==> src/rtl/regfile_pkg.sv <==
// Shared register-file constants and types.
// Provides the register count, index width and index type.
package regfile_pkg;

  localparam int NUM_REGS  = 32;
  localparam int REG_IDX_W = 5;

  typedef logic [REG_IDX_W-1:0] reg_idx_t;

endpackage

==> src/rtl/rr_arbiter.sv <==
// Combinational round-robin arbiter.
// Ports: req (request vector), ptr (highest-priority slot), en (grant
// enable) -> grant (one-hot or zero), winner (binary), any_req.
module rr_arbiter #(
  parameter  int NUM_REQ = 4,
  localparam int ID_W    = $clog2(NUM_REQ)
) (
  input  logic [NUM_REQ-1:0] req,
  input  logic [ID_W-1:0]    ptr,
  input  logic               en,
  output logic [NUM_REQ-1:0] grant,
  output logic [ID_W-1:0]    winner,
  output logic               any_req
);

  int unsigned pos;
  logic        found;

  // Scan from ptr upward with wrap; NUM_REQ need not be a power of two,
  // so the wrap is an explicit subtract rather than bit truncation.
  always_comb begin
    pos    = 0;
    found  = 1'b0;
    winner = '0;
    for (int k = 0; k < NUM_REQ; k++) begin
      pos = int'(unsigned'(ptr)) + k;
      if (pos >= NUM_REQ) pos = pos - NUM_REQ;
      if (!found && req[pos]) begin
        found  = 1'b1;
        winner = ID_W'(pos);
      end
    end
  end

  always_comb begin
    grant   = '0;
    any_req = found;
    if (found && en) grant[winner] = 1'b1;
  end

endmodule

==> src/rtl/regfile_read_arbiter.sv <==
// Round-robin arbiter sharing one register-file read mux among requesters.
// Ports: clk, rst (sync, active-high); req_valid/req_idx/req_ready per
// requester; mux_sel/mux_data to the shared read mux; rsp_valid/rsp_ready
// handshake with rsp_data, rsp_id and rsp_idx of the registered response.
module regfile_read_arbiter
  import regfile_pkg::*;
#(
  parameter  int WIDTH   = 64,
  parameter  int NUM_REQ = 4,
  localparam int ID_W    = $clog2(NUM_REQ)
) (
  input  logic               clk,
  input  logic               rst,
  input  logic [NUM_REQ-1:0] req_valid,
  input  reg_idx_t           req_idx [NUM_REQ],
  output logic [NUM_REQ-1:0] req_ready,
  output reg_idx_t           mux_sel,
  input  logic [WIDTH-1:0]   mux_data,
  output logic               rsp_valid,
  input  logic               rsp_ready,
  output logic [WIDTH-1:0]   rsp_data,
  output logic [ID_W-1:0]    rsp_id,
  output reg_idx_t           rsp_idx
);

  logic [ID_W-1:0] rr_ptr;
  logic [ID_W-1:0] winner;
  logic            any_req;
  logic            can_accept;
  logic            accept;

  // Single-entry buffer: refill allowed in the cycle it drains.
  assign can_accept = !rsp_valid || rsp_ready;

  rr_arbiter #(
    .NUM_REQ (NUM_REQ)
  ) u_arb (
    .req     (req_valid),
    .ptr     (rr_ptr),
    .en      (can_accept && !rst),
    .grant   (req_ready),
    .winner  (winner),
    .any_req (any_req)
  );

  assign accept  = |req_ready;
  assign mux_sel = any_req ? req_idx[winner] : '0;

  always_ff @(posedge clk) begin
    if (rst) begin
      rsp_valid <= 1'b0;
      rsp_data  <= '0;
      rsp_id    <= '0;
      rsp_idx   <= '0;
      rr_ptr    <= '0;
    end else if (accept) begin
      rsp_valid <= 1'b1;
      rsp_data  <= mux_data;
      rsp_id    <= winner;
      rsp_idx   <= req_idx[winner];
      rr_ptr    <= (winner == ID_W'(NUM_REQ - 1)) ? '0
                                                  : winner + ID_W'(1);
    end else if (rsp_ready) begin
      rsp_valid <= 1'b0;
    end
  end

endmodule

==> config.mk <==
export PLATFORM = sky130hd
export DESIGN_NAME = regfile_read_arbiter
export DESIGN_NICKNAME = d
export VERILOG_FILES = /design/src/rtl/regfile_pkg.sv /design/src/rtl/rr_arbiter.sv /design/src/rtl/regfile_read_arbiter.sv
export SDC_FILE = /design/constraint.sdc
export NUM_CORES = 1
export LEC_CHECK = 0
export BUFFER_PORTS_ARGS = -buffer_cell sky130_fd_sc_hd__buf_4
export CAP_MARGIN = 10
export CORE_MARGIN = 2
export CORE_UTILIZATION = 45
export CTS_CLUSTER_DIAMETER = 40
export CTS_CLUSTER_SIZE = 25
export DETAILED_ROUTE_END_ITERATION = 16
export PLACE_DENSITY_LB_ADDON = 0.2
export SYNTH_ARGS = -nofsm -noshare
export SYNTH_HDL_FRONTEND = slang
export SYNTH_HIERARCHICAL = 1
export SYNTH_SLANG_ARGS = --single-unit
==> constraint.sdc <==
create_clock -name clk -period 3.3 [get_ports clk]
set_clock_uncertainty 0.1 [all_clocks]
set_input_delay 0 -clock clk [delete_from_list [all_inputs] [get_ports clk]]
set_output_delay 0 -clock clk [all_outputs]
set_load 0.01 [all_outputs]
==> out/metrics.yaml, run 1 <==
crit_buf_inv: 1
cell_internal_pwr_mw: 2.10
rr_endpoint: "rsp_data[17]"
fin_crit_ns: 2.90
cp.required_ns: 3.40
max_freq_mhz: 344
synth.distinct_cells: 27
numPortBuffers: 171
ys_ff_latch: 74
synth-edff-count: 0
avgSynthCellArea_um2: 8.15
power_switching_mw: 1.27
die_w_um: 84.1
irDropWorstVdd_uv: 507
postLayoutCoreUtil_pct: 79.1
synth_area_leaders: "dfxtp_1 51%, nand2_1 19%, a21oi_1 13%, mux4_2 3.9%, buf_6 2.7%"
cts_resized: 0
grt_antenna_before_repair: 0
synth_top_area_share_pct: 51.4
synthTopCellsByCount: "148 x nand2_1, 76 x a21oi_1, 74 x dfxtp_1"
vias_per_cell: 4.92
tritoncts: "yes"
synth.largest_area_cell: "dfxtp_1"
die_h_um: 84.1
dp_hpwl_um: 5580
synth.net_count: 446
slew-limit-headroom_pct: 48.0
layout.nets: 675
yosysSeqAreaShare_pct: 51.4
finalHoldViolCount: 0
syn_inst: 354
coreArea_mm2: 0.00628
yosysMostFrequentCell: "nand2_1"
pre_cts_slack_ns: 0.471
drc: 0
power_density_mw_per_mm2: 679
power_frac_seq_pct: 37.0
setup_slack_ns: 0.397
firstDrtPassIters: 4
end_kind: "register"
area_delta_synth_final_pct: 72.2
clkSinkCount: 74
slowest_delay_ns: 0.71
critical_path_arrival_ns: 3.00
row_count: 29
pin_count: 172
drt_iter0_drc: 108
cts-root-buf: "clkbuf_8"
period_share_pct: 88.0
wire_per_inst_um: 14.2
insertion_delay_ns: 0.35
cap_viol_max_count: 0
hp-start: "req_idx[18]"
critPathKind: "register to register"
syn-cell-area_mm2: 0.00288
ctsHtreeMaxLevel: 3
synth_flop_cell: "dfxtp_1"
n_fill_cell: 441
yosys_warnings: 6
fp.dieArea_mm2: 0.00707
leakage_nw: 2.25
grt_max_degree: 75
gp_congestion: 0.761
switching_share_pct: 37.7
rsz0062_at_grt: "false"
gr-total-overflow: 0
vias: 3260
cpMostUsedCell: "a21oi_1"
cts_setup_buffers: 0
hp-class: "primary input to register"
r2r_start: "rr_ptr[1]"
hold-path-endpoint: "rsp_idx[3]"
slowest_stage: "or4_2"
initial_core_util_pct: 45.9
wl_um: 9370
place_area_mm2: 0.00417
timing.hold.ws_ns: 0.0517
finalSetupTns_ns: 0
num_antenna_cells: 0
hold_depth: 4
first_global_vias: 3203
cp_max_fo: 54
clkPwrFrac_pct: 16.9
max-clock-path-buffers: 2
finalInstanceArea_mm2: 0.00497
clk_pin_slew_ns: 0.08
drive_above_1_share_pct: 34.5
postRouteAntennaNets: 0
crit_path_cell_trace: "a21oi_1 -> o21ai_1 -> o2bb2a_1 -> nor3_1 -> or4_2 -> buf_4 -> nand2_1 -> a21oi_1"
worstMarginPinSlew_ns: 0.780
numCtsBuffers: 9
worst-path-stages: 8
track_usage_pct: 26.6
path_delay_family: "simple AND/OR/NAND/NOR gates"
r2r_setup_slack_ns: 0.40
p_comb_share_pct: 46.0
grt_pass1_wl_um: 15000
setup_viol: 0
status: "complete, no violations"
slew_violations: 0
async_flop_share_pct: 0
worstSetupStartpointType: "register"
rr_worst_depth: 8
[power groups by stage]
stage          clock network [mW]  logic [mW]  registers, mW
6_report                    0.571        1.55           1.25
5_1_grt                     0.631        1.70           1.28
4_1_cts                     0.581        1.55           1.25
3_5_place_dp                    0        1.48           1.26
3_3_place_gp                    0        1.44           1.26
2_1_floorplan                   0       0.801           1.36
[area by class of cell]
cell class / count / area [um^2] / area share [%]
Clock inverter: 4 / 22.5 / 0.454
Sequential cell: 74 / 1480 / 29.8
Clock buffer: 9 / 124 / 2.49
Timing Repair Buffer: 243 / 1990 / 40.0
Inverter: 4 / 15.0 / 0.302
Tap cell: 77 / 96.3 / 1.94
Multi-Input combinational cell: 251 / 1240 / 25.0
[registers in the layout (all words and copies together), names as in the netlist]
signal and count:
rsp_data 64, rsp_valid 1, rsp_id 2, rsp_idx 5, rr_ptr 2
[stage by stage]
step	power, mW	instances
after floorplan	2.16	354
after global placement	2.70	584
after detailed placement	2.75	584
after CTS	3.37	662
after global routing	3.60	662
final	3.37	662
[repair_timing]
item                                   CTS  global route
hold buffers                            65             0
endpoints found under the hold margin   65             0
setup endpoints to repair                0             0
[routing by layer]
metal	track usage (%)	share of wire (%)	vias to the layer above
met2	46.2	51	121
met5	0	0	-
met4	11.3	2.9	0
met1	29.3	39	1509
met3	9.20	6.8	23
li1	-	-	1607
[cells in the final DEF (no fill, tap or decap), drive strengths merged]
master | synthesis | layout
mux2 | 1 | 1
nand2b | 1 | 1
clkinvlp | 0 | 1
clkinv | 0 | 3
nand2 | 148 | 148
o221ai | 1 | 1
dlygate4sd3 | 0 | 65
nor4 | 2 | 2
and4bb | 1 | 1
or3 | 1 | 1
or4 | 1 | 1
and2 | 5 | 5
dfxtp | 74 | 74
ha | 1 | 1
nor3 | 1 | 1
mux4 | 5 | 5
and3b | 1 | 1
clkbuf | 8 | 9
inv | 4 | 4
nor3b | 1 | 1
o21ai | 1 | 1
nor2b | 1 | 1
a22oi | 1 | 1
a21oi | 76 | 76
o2bb2a | 1 | 1
buf | 17 | 178
nor2 | 1 | 1
[worst reg2reg max path, delay by kind of cell (launching register included)]
family / cells / cell delay (ns)
compound gates: 4 / 0.87
buf+inv: 1 / 0.32
flops: 1 / 0.36
simple gates: 3 / 1.10
[kinds of logic after synthesis]
family,Yosys count,synth area share (%)
flops,74,51.4
buf+inv,29,5.99
simple gates,164,23.4
fa+ha+maj,1,0.434
mux,6,4.30
compound gates,80,14.5
[how the worst max path moves through the flow]
stage,from,endpoint
after floorplan,rr_ptr[1],rsp_id[1]
after global placement,rr_ptr[1],rsp_data[10]
after detailed placement,rr_ptr[1],rsp_data[19]
after CTS,rr_ptr[1],rsp_data[19]
after global routing,rr_ptr[1],rsp_data[17]
final,rr_ptr[1],rsp_data[17]
(Power assumes the default switching activity.)
==> run 2: changes to the inputs <==
--- a/config.mk
+++ b/config.mk
@@ -12,7 +12,8 @@
 export CTS_CLUSTER_DIAMETER = 40
 export CTS_CLUSTER_SIZE = 25
 export DETAILED_ROUTE_END_ITERATION = 16
-export PLACE_DENSITY_LB_ADDON = 0.2
+export MAX_ROUTING_LAYER = met4
+export PLACE_DENSITY = 0.83
 export SYNTH_ARGS = -nofsm -noshare
 export SYNTH_HDL_FRONTEND = slang
 export SYNTH_HIERARCHICAL = 1
==> run 2 against run 1 <==
Compared with the run above: critical endpoint is now rsp_data[45]; register-to-register slack better by 0.09 ns; fmax is 3.3% higher; non-clock buffer count rose by 1; hold slack better by 0.021 ns; largest power group unchanged; highest routed layer unchanged; die area stayed put; flip-flop and latch count is the same; setup slack improved by 0.092 ns; critical path depth unchanged; clock-buffer cell count is 3 higher; sequential share of layout area decreased by 0.47 points.
==> out/metrics.yaml, run 2 (synthesis results as in run 1) <==
numPortBuffers: 171  # unchanged
fin_crit_ns: 2.81  # was 2.90 ns
grt_antenna_before_repair: 0  # unchanged
vias: 3281  # was 3,260
die_w_um: 84.1  # unchanged
postLayoutCoreUtil_pct: 80.4  # was 79.1%
status: "complete, no violations"  # unchanged
switching_share_pct: 35.8  # was 37.7%
power_frac_seq_pct: 35.0  # was 37.0%
cp.required_ns: 3.38  # was 3.40 ns
met1_length_um: 3620  # was 3650 um
r2r_start: "rr_ptr[1]"  # unchanged
leakage_nw: 2.29  # was 2.25 nW
wl_um: 9370  # unchanged
fp.dieArea_mm2: 0.00707  # unchanged
worstSetupStartpointType: "register"  # unchanged
rr_worst_depth: 8  # unchanged
drc: 0  # unchanged
slew_violations: 0  # unchanged
insertion_delay_ns: 0.33  # was 0.35 ns
hp-start: "req_idx[17]"  # was req_idx[18]
cpMostUsedCell: "a21oi_1"  # unchanged
irDropWorstVdd_uv: 482  # was 507 uV
path_delay_family: "simple AND/OR/NAND/NOR gates"  # unchanged
met2WireLength_um: 5010  # was 4800 um
wl_met3_um: 464  # was 638 um
gp_congestion: 0.847  # was 0.761
die_h_um: 84.1  # unchanged
slowest_delay_ns: 0.72  # was 0.71 ns
num_antenna_cells: 0  # unchanged
crit_buf_inv: 1  # unchanged
ctsHtreeMaxLevel: 3  # unchanged
grt_pass1_wl_um: 15100  # was 15,000 um
largest_register_ffs: 64  # unchanged
max-clock-path-buffers: 2  # unchanged
max_freq_mhz: 356  # was 344 MHz
layout.nets: 676  # was 675
dp_hpwl_um: 5920  # was 5580 um
track_usage_pct: 27.2  # was 26.6%
vias_per_cell: 4.93  # was 4.92
grt_max_degree: 75  # unchanged
r2r_setup_slack_ns: 0.49  # was 0.40 ns
row_count: 29  # unchanged
rr_endpoint: "rsp_data[45]"  # was rsp_data[17]
worstMarginPinSlew_ns: 0.770  # was 0.780 ns
critical_path_arrival_ns: 2.89  # was 3.00 ns
wire_per_inst_um: 14.1  # was 14.2 um
power_density_mw_per_mm2: 711  # was 679 mW/mm^2
power_switching_mw: 1.28  # was 1.27 mW
slowest_stage: "or4_2"  # unchanged
hold-path-endpoint: "rsp_idx[2]"  # was rsp_idx[3]
period_share_pct: 85.2  # was 88.0%
coreArea_mm2: 0.00628  # unchanged
finalInstanceArea_mm2: 0.00505  # was 0.00497 mm^2
cts_setup_buffers: 0  # unchanged
finalSetupTns_ns: 0  # unchanged
n_fill_cell: 408  # was 441
regMostFlops: "rsp_data"  # unchanged
setup_viol: 0  # unchanged
drt_iter0_drc: 119  # was 108
end_kind: "register"  # unchanged
gr-total-overflow: 0  # unchanged
rsz0062_at_grt: "false"  # unchanged
postRouteAntennaNets: 0  # unchanged
cp_max_fo: 41  # was 54
place_area_mm2: 0.00418  # was 0.00417 mm^2
slew-limit-headroom_pct: 48.7  # was 48.0%
firstDrtPassIters: 4  # unchanged
cts-root-buf: "clkbuf_8"  # unchanged
initial_core_util_pct: 45.9  # unchanged
pin_count: 172  # unchanged
clk_pin_slew_ns: 0.08  # about the same
layout_common_cells: "179 x buf_4, 148 x nand2_1, 76 x a21oi_1"  # was 178 x buf_4, 148 x nand2_1, 76 x a21oi_1
numCtsBuffers: 9  # unchanged
clkPwrFrac_pct: 21.5  # was 16.9%
layout_commonest_cell: "buf_4"  # unchanged
finalHoldViolCount: 0  # unchanged
routed.top_layer: "met4"  # unchanged
worst-path-stages: 8  # unchanged
top_regs: "rsp_data: 64 flops, rsp_idx: 5 flops"  # unchanged
cell_internal_pwr_mw: 2.30  # was 2.10 mW
clkSinkCount: 74  # unchanged
p_comb_share_pct: 43.6  # was 46.0%
crit_path_cell_trace: "a21oi_1 -> o21ai_1 -> o2bb2a_1 -> nor3_1 -> or4_2 -> buf_4 -> nand2_1 -> a21oi_1"  # unchanged
critPathKind: "register to register"  # unchanged
hp-class: "primary input to register"  # unchanged
drive_above_1_share_pct: 34.6  # was 34.5%
first_global_vias: 3261  # was 3,203
area_delta_synth_final_pct: 75.0  # was 72.2%
cts_resized: 0  # unchanged
tritoncts: "yes"  # unchanged
hold_depth: 4  # unchanged
cap_viol_max_count: 0  # unchanged
## run 2: changes by cell type in the layout (fill, tap and decap cells not counted), sizes merged
cell	before	now
clkbuf	9	12
bufinv	0	2
clkinv	3	1
buf	178	179
clkinvlp	1	0
inv	4	5
## run 2: worst max-delay path by stage
stage                         endpoint       from
after global routing        rsp_idx[0]  rr_ptr[1]
after detailed placement   rsp_data[1]  rr_ptr[1]
after CTS                   rsp_idx[0]  rr_ptr[1]
after global placement    rsp_data[37]  rr_ptr[1]
final                     rsp_data[45]  rr_ptr[1]
after floorplan              rsp_id[1]  rr_ptr[1]
## run 2: power by group through the flow
stage / Sequential [mW] / Clock [mW] / Combinational, mW
finish: 1.25 / 0.771 / 1.56
global placement: 1.26 / 0 / 1.44
detailed placement: 1.27 / 0 / 1.49
CTS: 1.25 / 0.789 / 1.55
global route: 1.28 / 0.833 / 1.70
floorplan: 1.36 / 0 / 0.801
## run 2: through the flow
step | instances | worst slack (ns) | power [mW] | hold slack, ns
2_1_floorplan | 354 | 0.997 | 2.16 | 0.0405
3_3_place_gp | 585 | 0.687 | 2.70 | 0.155
3_5_place_dp | 585 | 0.551 | 2.76 | 0.160
4_1_cts | 666 | 0.547 | 3.59 | 0.0587
5_1_grt | 666 | 0.367 | 3.82 | 0.0770
6_report | 666 | 0.489 | 3.59 | 0.0724
## run 2: timing repair
item / in CTS / in global routing
endpoints found under the hold margin: 65 / 0
hold buffers: 65 / 0
endpoints found under the setup margin: 0 / 0
## run 2: routing by layer
| layer | vias up | GRT usage, % |
|---|---|---|
| li1 | 1615 | - |
| met1 | 1521 | 30.6 |
| met2 | 120 | 47.1 |
| met3 | 25 | 4.25 |
| met4 | 0 | 13.0 |
| met5 | - | - |
## run 2: layout make-up
class | instances | area, um^2 | share of cell area, %
flip-flops and latches | 74 | 1480 | 29.4
well taps | 77 | 96.3 | 1.91
inverters | 4 | 15.0 | 0.298
repair buffers | 244 | 1990 | 39.5
clock buffers | 12 | 145 | 2.88
multi-input cells | 251 | 1240 | 24.6
clock inverters | 4 | 73.8 | 1.46
## run 2: worst register-to-register path, stage by stage, from the launching register on
cell and delay (ns):
dfxtp_1 0.36, a21oi_1 0.15, o21ai_1 0.07, o2bb2a_1 0.54
nor3_1 0.19, or4_2 0.72, buf_4 0.29, nand2_1 0.15
a21oi_1 0.08
==> run 3: changes to the inputs <==
--- a/config.mk
+++ b/config.mk
@@ -13,7 +13,7 @@
 export CTS_CLUSTER_SIZE = 25
 export DETAILED_ROUTE_END_ITERATION = 16
 export MAX_ROUTING_LAYER = met4
-export PLACE_DENSITY = 0.83
+export PLACE_DENSITY = 0.87
 export SYNTH_ARGS = -nofsm -noshare
 export SYNTH_HDL_FRONTEND = slang
 export SYNTH_HIERARCHICAL = 1
==> run 3 against run 2 <==
Compared with the run above: setup slack improved by 0.036 ns; flip-flop and latch count unchanged; hold slack got worse by 0.0069 ns; register-to-register slack improved by 0.04 ns; fmax increased by 1.3%; clock-buffer cell count unchanged; global-route usage increased by 1.2 points; total power increased by 2.0%; largest cell class unchanged; non-clock buffer count decreased by 2; cell area increased by 0.20%; cell count decreased by 0.30%; via count increased by 0.79%.
==> out/metrics.yaml, run 3 (synthesis results as in run 1) <==
largest_register_ffs: 64  # unchanged
drc: 0  # unchanged
cp_max_fo: 39  # was 41
layout_commonest_cell: "buf_4"  # unchanged
clkSinkCount: 74  # unchanged
period_share_pct: 84.1  # was 85.2%
vias: 3307  # was 3,281
irDropWorstVdd_uv: 469  # was 482 uV
leakage_nw: 2.29  # about the same
postLayoutCoreUtil_pct: 80.5  # was 80.4%
grt_pass1_wl_um: 15500  # was 15,100 um
top_regs: "rsp_data: 64 flops, rsp_idx: 5 flops"  # unchanged
tritoncts: "yes"  # unchanged
slew_violations: 0  # unchanged
hp-class: "primary input to register"  # unchanged
worstSetupStartpointType: "register"  # unchanged
setup_viol: 0  # unchanged
setup_slack_ns: 0.525  # was 0.489 ns
initial_core_util_pct: 45.9  # unchanged
drt_iter0_drc: 133  # was 119
clk_pin_slew_ns: 0.07  # was 0.08 ns
grt_max_degree: 75  # unchanged
power_density_mw_per_mm2: 723  # was 711 mW/mm^2
critical_path_arrival_ns: 2.86  # was 2.89 ns
track_usage_pct: 28.4  # was 27.2%
dp_hpwl_um: 5960  # was 5920 um
finalSetupTns_ns: 0  # unchanged
num_antenna_cells: 0  # unchanged
postCtsHoldBufs: 65  # unchanged
cp.required_ns: 3.39  # was 3.38 ns
fin_crit_ns: 2.77  # was 2.81 ns
firstDrtPassIters: 4  # unchanged
numCtsBuffers: 9  # unchanged
first_global_vias: 3376  # was 3,261
row_count: 29  # unchanged
n_fill_cell: 367  # was 408
placed_cells: 583  # was 585
cts_setup_buffers: 0  # unchanged
slew-limit-headroom_pct: 49.2  # was 48.7%
layout_common_cells: "177 x buf_4, 148 x nand2_1, 76 x a21oi_1"  # was 179 x buf_4, 148 x nand2_1, 76 x a21oi_1
die_h_um: 84.1  # unchanged
ctsHtreeMaxLevel: 3  # unchanged
finalHoldViolCount: 0  # unchanged
status: "complete, no violations"  # unchanged
finalInstanceArea_mm2: 0.00506  # was 0.00505 mm^2
insertion_delay_ns: 0.34  # was 0.33 ns
cts-root-buf: "clkbuf_8"  # unchanged
rsz0062_at_grt: "false"  # unchanged
wl_um: 9710  # was 9370 um
end_kind: "register"  # unchanged
wire_per_inst_um: 14.6  # was 14.1 um
gr-total-overflow: 0  # unchanged
pre_cts_slack_ns: 0.601  # was 0.551 ns
regMostFlops: "rsp_data"  # unchanged
max_freq_mhz: 360  # was 356 MHz
fp.dieArea_mm2: 0.00707  # unchanged
max-clock-path-buffers: 2  # unchanged
gp_congestion: 0.857  # was 0.847
area_delta_synth_final_pct: 75.3  # was 75.0%
coreArea_mm2: 0.00628  # unchanged
vias_per_cell: 4.98  # was 4.93
layout.nets: 674  # was 676
numPortBuffers: 171  # unchanged
pin_count: 172  # unchanged
place_area_mm2: 0.00416  # was 0.00418 mm^2
postRouteAntennaNets: 0  # unchanged
worstMarginPinSlew_ns: 0.762  # was 0.770 ns
cap_viol_max_count: 0  # unchanged
layout.cells.non_filler: 664  # was 666
die_w_um: 84.1  # unchanged
critPathKind: "register to register"  # unchanged
drive_above_1_share_pct: 34.4  # was 34.6%
grt_antenna_before_repair: 0  # unchanged
cts_resized: 0  # unchanged
-- run 3: cell type report --
cell class	count	area (um^2)	area share (%)
well taps	77	96.3	1.91
multi-input cells	251	1240	24.5
flip-flops and latches	74	1480	29.3
inverters	4	15.0	0.297
clock buffers	12	145	2.87
repair buffers	242	1980	39.1
clock inverters	4	98.8	1.95
-- run 3: worst max-delay path: stages (launching register included) --
cell and delay [ns]:
dfxtp_1 0.36, a21oi_1 0.16, o21ai_1 0.06, o2bb2a_1 0.53, nor3_1 0.19, or4_2 0.71, buf_4 0.29, nand2_1 0.12
a21oi_1 0.08
-- run 3: per-stage QoR --
step | hold slack, ns | total power, mW
after CTS | 0.0627 | 3.66
after floorplan | 0.0405 | 2.16
final | 0.0655 | 3.66
after global placement | 0.156 | 2.68
after detailed placement | 0.161 | 2.74
after global routing | 0.107 | 3.87
-- run 3: power by group --
part           leakage, nW  internal (mW)  switching [mW]
clock network        0.121          0.525           0.322
registers            0.608           1.13           0.133
logic                 1.57          0.711           0.840
total                 2.29           2.36            1.29
-- run 3: worst paths after layout --
path,start,to,slack [ns],cells after the start
setup / recovery,rr_ptr[1],rsp_data[11],0.53,8
hold / removal,req_idx[15],rsp_idx[0],0.07,4
setup reg to reg,rr_ptr[1],rsp_data[11],0.53,8
hold reg to reg,rsp_idx[3],rsp_idx[3],0.35,2
-- run 3: layer usage --
layer | up-vias | global-route usage (%) | share of wire, %
li1 | 1610 | - | -
met1 | 1535 | 29.9 | 38
met2 | 132 | 49.8 | 53
met3 | 30 | 5.54 | 4.9
met4 | 0 | 15.2 | 3.7
met5 | - | - | 0
